### src/rtl/scan_dec_pkg.sv
// scan_dec_pkg: shared state encoding, default constants and one-cold helper for the scan decoder family
package scan_dec_pkg;

    localparam logic [1:0] ST_IDLE   = 2'd0;
    localparam logic [1:0] ST_DIRECT = 2'd1;
    localparam logic [1:0] ST_SCAN   = 2'd2;

    typedef enum logic [1:0] {
        IDLE   = ST_IDLE,
        DIRECT = ST_DIRECT,
        SCAN   = ST_SCAN
    } state_t;

    localparam int SCAN_DIV_DEFAULT = 50000;
    localparam int BUZZ_CYC_DEFAULT = 4;

    // Active-low one-hot code for an address up to 8 bits; callers truncate to their output width
    function automatic logic [255:0] onecold(input logic [7:0] sel);
        return ~(256'd1 << sel);
    endfunction

endpackage

### src/rtl/scan_prescaler.sv
// scan_prescaler: DIV_W-bit step counter with clear/enable and a terminal-count pulse every DIV enabled clocks
module scan_prescaler #(
    parameter int DIV_W = 16,
    parameter int DIV   = 50000
) (
    input  logic clk,
    input  logic rst_n,
    input  logic clr,
    input  logic en,
    output logic tc
);

    logic [DIV_W-1:0] cnt;

    assign tc = en && (cnt == DIV_W'(DIV - 1));

    // Count enabled clocks, returning to zero on clear or terminal count
    always_ff @(posedge clk or negedge rst_n) begin
        if (!rst_n)
            cnt <= '0;
        else if (clr || tc)
            cnt <= '0;
        else if (en)
            cnt <= cnt + 1'b1;
    end

endmodule

### src/rtl/scan_decoder_nx.sv
// scan_decoder_nx: registered N-to-2^N active-low decoder with 138-style enables, auto-scan and frame buzzer
// Optional macro SCAN_DECODER_BLANK_EN blanks y_n for the cycle of each scan step (anti-ghosting).
module scan_decoder_nx
    import scan_dec_pkg::*;
#(
    parameter  int SEL_W    = 3,
    parameter  int DIV_W    = 16,
    parameter  int SCAN_DIV = SCAN_DIV_DEFAULT,
    parameter  int BUZZ_CYC = BUZZ_CYC_DEFAULT,
    localparam int OUT_N    = 2 ** SEL_W
) (
    input  logic             clk,
    input  logic             rst_n,
    input  logic [SEL_W-1:0] sel,
    input  logic             g1,
    input  logic             g2a_n,
    input  logic             g2b_n,
    input  logic             mode,
    output logic [OUT_N-1:0] y_n,
    output logic [SEL_W-1:0] cur_sel,
    output logic             step,
    output logic             buzzer
);

    localparam int BW = $clog2(BUZZ_CYC + 1);
`ifdef SCAN_DECODER_BLANK_EN
    localparam bit BLANK = 1'b1;
`else
    localparam bit BLANK = 1'b0;
`endif

    state_t           st, nxt;
    logic             en, enter, load, run, tc, wrap, reload;
    logic [SEL_W-1:0] idx, idx_n;
    logic [BW-1:0]    bcnt;

    assign en     = g1 & ~g2a_n & ~g2b_n;
    assign nxt    = !en ? IDLE : (mode ? SCAN : DIRECT);
    assign enter  = (nxt == SCAN) && (st != SCAN);
    // A fresh scan starts at sel unless we are resuming after an enable glitch
    assign load   = enter && ((st == DIRECT) || reload);
    assign run    = (nxt == SCAN) && (st == SCAN);
    assign idx_n  = load ? sel : ((run && tc) ? idx + 1'b1 : idx);
    assign wrap   = run && tc && (&idx);
    assign buzzer = |bcnt;

    scan_prescaler #(
        .DIV_W(DIV_W),
        .DIV  (SCAN_DIV)
    ) u_pre (
        .clk  (clk),
        .rst_n(rst_n),
        .clr  ((nxt == DIRECT) || load),
        .en   (run),
        .tc   (tc)
    );

    // FSM, scan index, resume flag, registered outputs and buzzer step counter
    always_ff @(posedge clk or negedge rst_n) begin
        if (!rst_n) begin
            st      <= IDLE;
            idx     <= '0;
            reload  <= 1'b1;
            y_n     <= '1;
            cur_sel <= '0;
            step    <= 1'b0;
            bcnt    <= '0;
        end else begin
            st      <= nxt;
            idx     <= idx_n;
            reload  <= (st == SCAN) ? 1'b0 : (reload | ~mode | (st == DIRECT));
            step    <= run && tc;
            y_n     <= (nxt == IDLE || (BLANK && run && tc)) ? '1
                     : OUT_N'(onecold(8'((nxt == DIRECT) ? sel : idx_n)));
            cur_sel <= (nxt == IDLE) ? cur_sel : ((nxt == DIRECT) ? sel : idx_n);
            bcnt    <= !run ? '0
                     : wrap ? BW'(BUZZ_CYC)
                     : (tc && bcnt != '0) ? bcnt - 1'b1 : bcnt;
        end
    end

endmodule

### config.mk
export PLATFORM = sky130hd
export DESIGN_NAME = scan_decoder_nx
export DESIGN_NICKNAME = d
export VERILOG_FILES = /design/src/rtl/scan_dec_pkg.sv /design/src/rtl/scan_prescaler.sv /design/src/rtl/scan_decoder_nx.sv
export SDC_FILE = /design/constraint.sdc
export NUM_CORES = 1
export LEC_CHECK = 0
export ABC_AREA = 1
export BUFFER_PORTS_ARGS = -buffer_cell sky130_fd_sc_hd__buf_2
export CAP_MARGIN = 10
export CORE_ASPECT_RATIO = 1.4
export CORE_MARGIN = 3
export CORE_UTILIZATION = 45
export CTS_CLUSTER_SIZE = 10
export DETAILED_ROUTE_END_ITERATION = 7
export GPL_ROUTABILITY_DRIVEN = 0
export PLACE_DENSITY_LB_ADDON = 0.3
export REMOVE_ABC_BUFFERS = 1
export SYNTH_ARGS = -nofsm -noshare
export SYNTH_HDL_FRONTEND = slang
export SYNTH_SLANG_ARGS = --single-unit
### constraint.sdc
create_clock -name clk -period 3.65 [get_ports clk]
set_input_delay 0 -clock clk [delete_from_list [all_inputs] [get_ports clk]]
set_output_delay 0 -clock clk [all_outputs]
set_load 0.03 [all_outputs]
### Yosys cells after proc, flatten, opt, wreduce, memory -nomap -nowiden

Cells that the tools add are included.

* word-level logic and storage cells: 55
* output and inout port bits: 13
* register bits: 37

* reductions and logical operators: 15
* add/subtract/negate cells: 3
* equality and inequality tests: 7
* mux-type cells: 13
* bitwise logic cells: 8
* shifts and indexed selects: 1

Operator list (count)
* $mux W16: 2
* $mux W3: 7
* $add A16 B1 Y16 const B: 1
* $eq A16 B16 Y1 const B: 1
* $mux W8: 1
* $not A8 Y8: 1
* $shl A1 B3 Y8 const A: 1
* $logic_and A1 B1 Y1: 7
* $eq A2 B1 Y1 const B: 2
* $eq A2 B2 Y1 const B: 2
* $mux W2: 2
* $add A3 B1 Y3 const B: 1
* $logic_or A1 B1 Y1: 3
* $ne A3 B1 Y1 const B: 1
* $not A1 Y1: 3
* $reduce_and A3 Y1: 1
* $reduce_bool A3 Y1: 1
* $reduce_or A3 Y1: 1
* $sub A3 B1 Y3 const B: 1
* $and A1 B1 Y1: 2
* $logic_not A2 Y1: 1
* $ne A2 B2 Y1 const B: 1
* $or A1 B1 Y1: 2
* $reduce_bool A2 Y1: 1
* $mux W1: 1

### Longest topological paths before layout

* depth in word-level cells: 14
* depth in mapped cells: 12
* gate-level depth less buffers: 12

### By module

From an unflattened synthesis, not the netlist that was laid out.

* cells, all modules: 266
* area, all modules: 2143.3 µm²

Modules (own cells, without submodules)
* scan_decoder_nx: instances 1, area each 1126.1 µm², seq. area each 536.8 µm², cells each 130
* scan_prescaler: instances 1, area each 1017.2 µm², seq. area each 400.4 µm², cells each 136

### Worst setup path before layout

OpenSTA, ideal clock, no wires.

* kind: register -> register
* from: reg u_pre.cnt[0]
* to: reg u_pre.cnt[13]
* setup slack: 2094 ps
* buffers on the path: 1
* setup time: 124 ps
* stages on the path, launching flop included: 12
* arrival: 1433 ps
* path through: dfrtp_1 > ha_1 > nand2_2 > nor2_4 > inv_2 > nor2_2 > nand3_4 > nand2_4 > inv_2 > buf_6 > nand3_1 > o21ai_1

* longest elaborated chain between the ends: 4

RTL lines
* start: declaration: RTL line scan_prescaler.sv:13 `logic [DIV_W-1:0] cnt;`
* start signal: assignment: RTL line scan_prescaler.sv:24 `cnt <= cnt + 1'b1;`
* parallel branches: the longest is 4 deep, another holds $add A16 B1 Y16

Several ways; the timed one is not identified. The select of a mux whose other input is x is not followed.
A chain may end at the register's enable or synchronous reset.

### Worst setup path in the final report

* from: reg u_pre.cnt[0]
* to: reg u_pre.cnt[9]

Same word-level chain as after synthesis.

==> metrics.md <==
| Metric | Value |
|---|---|
| Buffer count from post-CTS setup fixing | 0 |
| Cell area after synthesis | around 2200 sq um |
| Vias per inst | just under 5 |
| Critical Path, Cell by Cell | ha_1 > nand2_2 > nor2_4 > inv_2 > nor2_2 > nand3_4 > nand2_4 > inv_2 > o21ai_0 > a21oi_1 |
| Data arrival time of the critical path | between 1500 and 2000 ps |
| Met3 Wirelength | 147 um |
| Number of global-route vias before repair | ~1900 |
| Insertion delay of the later-clocked pin in the worst-skew pair | between 200 and 300 ps |
| Number of rows in the core area | 29 |
| Die Ht | around 90 um |
| Mean instance size in the synthesized netlist | 7.722 sq um |
| Via total after detailed routing | approximately 1900 |
| Number of levels the H-tree was split into | 2 |
| Pre-Repair DR Iteration Count | 4 |
| Master of the slowest instance on the critical path | dfrtp_1 |
| Count of max-cap constraint violations | 0 |
| Starting Density | 0.4801 |
| Sink Count | 37 |
| Post-detailed-placement cell area | 2402 sq um |
| Top-level I/O count | 22 |
| Pleak | between 1 and 1.5 nW |
| Pin count of the biggest net entering global routing | 38 |
| Number of cells in the finished layout apart from fillers | around 380 |
| Total negative slack | 0 ps |
| Peak Freq | between 500 and 600 MHz |
| #FFs+latches synth | 37 |
| Path class of the lowest-slack min-delay path | in2reg |
| Total number of yosys warnings | 0 |
| Maximum count of clock buffers along a single path | 2 |
| Final wirelength | between 4 and 5 mm |
| DRC violations left | 0 |
| Number of buffer cells added on primary ports | 21 |
| VDD IR-drop max | 0.2991 mV |
| Post-layout min period | 1766 ps |
| Wire length per cell | around 12 um |
| Clock-pin slew of the registers on the worst-case setup and hold paths | 70 ps |
| Worst EP required | about 3800 ps |
| Residual antenna-violating net count after detailed routing | 0 |
| Sw Ratio | 0.3116 |
| Final critical-path share of the clock period | 0.4837 |
| Critical setup path kind | reg2reg |
| Most frequent cells in the layout | nand2_1 (74), inv_1 (37), nor2_1 (28), nand3_1 (28), dfrtp_1 (28) |
| Rel. slew slack | 0.4497 |
| CTS tree | yes |
| Root buf cell | clkbuf_8 |
| Portion of total power attributed to the clock network | 0.331 |
| RSZ-0062 raised after global routing | false |
| Core footprint | around 4700 sq um |
| Max Transition Viols Final | 0 |
| Number of nets in the finished design | between 300 and 400 |
| Die W | between 60 and 70 um |
| Sequential cell fraction of total power | 0.457 |
| Overflow left after global routing | 0 |
| Total power | 1.107 mW |
| Routed wl met2 | between 2 and 2.5 mm |
| Comb pwr share | 0.212 |
| Met1 layer wirelength in the final routing | between 1.5 and 2 mm |
| Die area | between 5000 and 6000 sq um |
| Post-Place Setup Slack | ~1900 ps |
| Startpoint Class | register |
| Initial antenna violation count | 0 |
| Area of all placed cells without fillers | roughly 2600 sq um |
| Worst-case clock skew | roughly 6.3 ps |
| Sw power | approximately 0.34 mW |
| Wire length of the first global-routing pass | roughly 8.1 mm |
| Share of final-layout standard cells stronger than drive strength 1 | 0.1994 |
| Synthesized instance count | approximately 290 |
| Top Layer Used | met4 |
| Number of setup violations in the final report | 0 |
| Cell seen most often among critical-path stages | inv_2 |
| Slack of the critical path | 1884 ps |
| Crit path max fanout | 11 |
| Leading cell type in the layout, fill and taps excluded | nand2_1 |
| Initial detailed-routing violation count | 61 |
| Run status | completed |
| Signed area change from the synthesized netlist to the final layout | 14.03% |
| Sequential-to-total area share from yosys stat | 0.4170 |
| Power density normalized to cell area | roughly 430 nW/um^2 |
| Number of distinct library cells after synthesis | 28 |
| Final-report hold violation count | 0 |
| Least-Margin Pin Slew | about 830 ps |
| Post-cts gate resize count | 0 |
| Inserted Clock Buffers | 5 |
| Count of antenna diodes in the layout | 0 |
| Largest incremental delay on the critical path | 400 ps |
| Post-DP HPWL | 3.472 mm |
| Worst setup EP type | register |
| Int Pwr | ~0.76 mW |
| All-Layer GR Usage | 0.1782 |
| Cell count after placement | around 370 |
==> path summary, 6_finish.rpt <==
| check | end | startpoint | cells after the start | slack (ps) |
|---|---|---|---|---|
| min reg2reg | cur_sel[1]$_DFFE_PN0N_ | cur_sel[1]$_DFFE_PN0N_ | 2 | 490 |
| min in group asynchronous | u_pre.cnt[2]$_DFFE_PN0P_ | rst_n | 2 | 340 |
| min | idx[2]$_DFF_PN0_ | sel[2] | 3 | 20 |
| max reg2reg | u_pre.cnt[9]$_DFFE_PN0P_ | u_pre.cnt[0]$_DFFE_PN0P_ | 10 | 1880 |
| max in group asynchronous | u_pre.cnt[9]$_DFFE_PN0P_ | rst_n | 2 | 2790 |
| max | u_pre.cnt[9]$_DFFE_PN0P_ | u_pre.cnt[0]$_DFFE_PN0P_ | 10 | 1880 |
==> power groups by stage <==
stage | clock, mW | combinational [mW] | sequential [mW]
2_1_floorplan | 0 | 0.153 | 0.524
3_3_place_gp | 0 | 0.232 | 0.511
3_5_place_dp | 0 | 0.235 | 0.512
4_1_cts | 0.377 | 0.239 | 0.505
5_1_grt | 0.398 | 0.275 | 0.512
6_report | 0.366 | 0.235 | 0.505
==> metrics by stage <==
stage	utilization	hold WS, ps
detailed placement	0.5132	142.1
global route	0.5474	31.06
finish	0.5474	15.71
global placement	0.5132	139.8
floorplan	-	-295.6
CTS	0.5474	15.51
==> logic make-up (layout without fill, tap and decap cells) <==
family          count (synthesis)  after routing  share of synthesized area
compound gates                 29             29                    0.06682
simple gates                  168            168                     0.3764
flops                          37             37                     0.4170
xor+xnor                        8              8                    0.03118
buf+inv                        44             74                    0.08073
fa+ha+maj                       5              5                    0.02784
==> worst max-delay path, delay by kind of cell, from the launching register on <==
family                     cells  cell delay [ps]
and+or+nand+nor                5              620
DFF                            1              400
AOI/OAI and AO/OA              2              230
adders and majority gates      1              220
buffers and inverters          2              170
==> synthesized netlist by cell type <==
master / instances / area, sq um
dfrtp_1: 28 / 700.7
dfstp_2: 9 / 236.5
nand4_4: 1 / 21.27
a21oi_1: 10 / 50.05
nand3_1: 28 / 140.1
ha_1: 5 / 62.56
inv_2: 4 / 15.01
o21ai_1: 4 / 20.02
or2_0: 1 / 6.260
xor2_1: 6 / 52.55
nand4_1: 4 / 25.02
nand2_4: 2 / 22.52
nor3_1: 11 / 55.05
nor2_2: 5 / 31.28
nand3_4: 2 / 35.03
nor2_1: 28 / 105.1
xnor2_1: 2 / 17.52
o21ai_0: 13 / 65.06
buf_2: 1 / 5.000
nor2_4: 4 / 45.04
buf_6: 2 / 22.52
nand2_1: 74 / 277.8
nor2_8: 2 / 40.04
o21bai_1: 1 / 7.510
nand2_2: 5 / 31.28
o31ai_1: 1 / 7.510
inv_1: 37 / 138.9
nand3_2: 1 / 10.01
==> registers in the layout (all words and copies together), names as in the netlist <==
name and count:
idx 3, bcnt 3, step 1, st 2
u_pre.cnt 16, reload 1, cur_sel 3, y_n 8
==> final cells by class <==
cell class,count,area (sq um)
flip-flops and latches,37,937.1
multi-input cells,210,1129
clock buffers,6,82.58
well taps,62,77.57
fillers,451,2118
repair buffers,25,145.1
inverters,41,153.9
clock inverters,2,37.54
==> what timing repair did <==
action / in CTS / in global routing
hold buffers: 4 / 0
hold endpoints to repair: 31 / 0
setup endpoints to repair: 0 / 0
==> routing by layer <==
metal  up-vias  GRT usage
met1       848     0.2106
met3        10    0.03362
met2        36     0.3084
met5         -          0
li1        982          -
met4         0    0.08868
(Power assumes the default switching activity.)
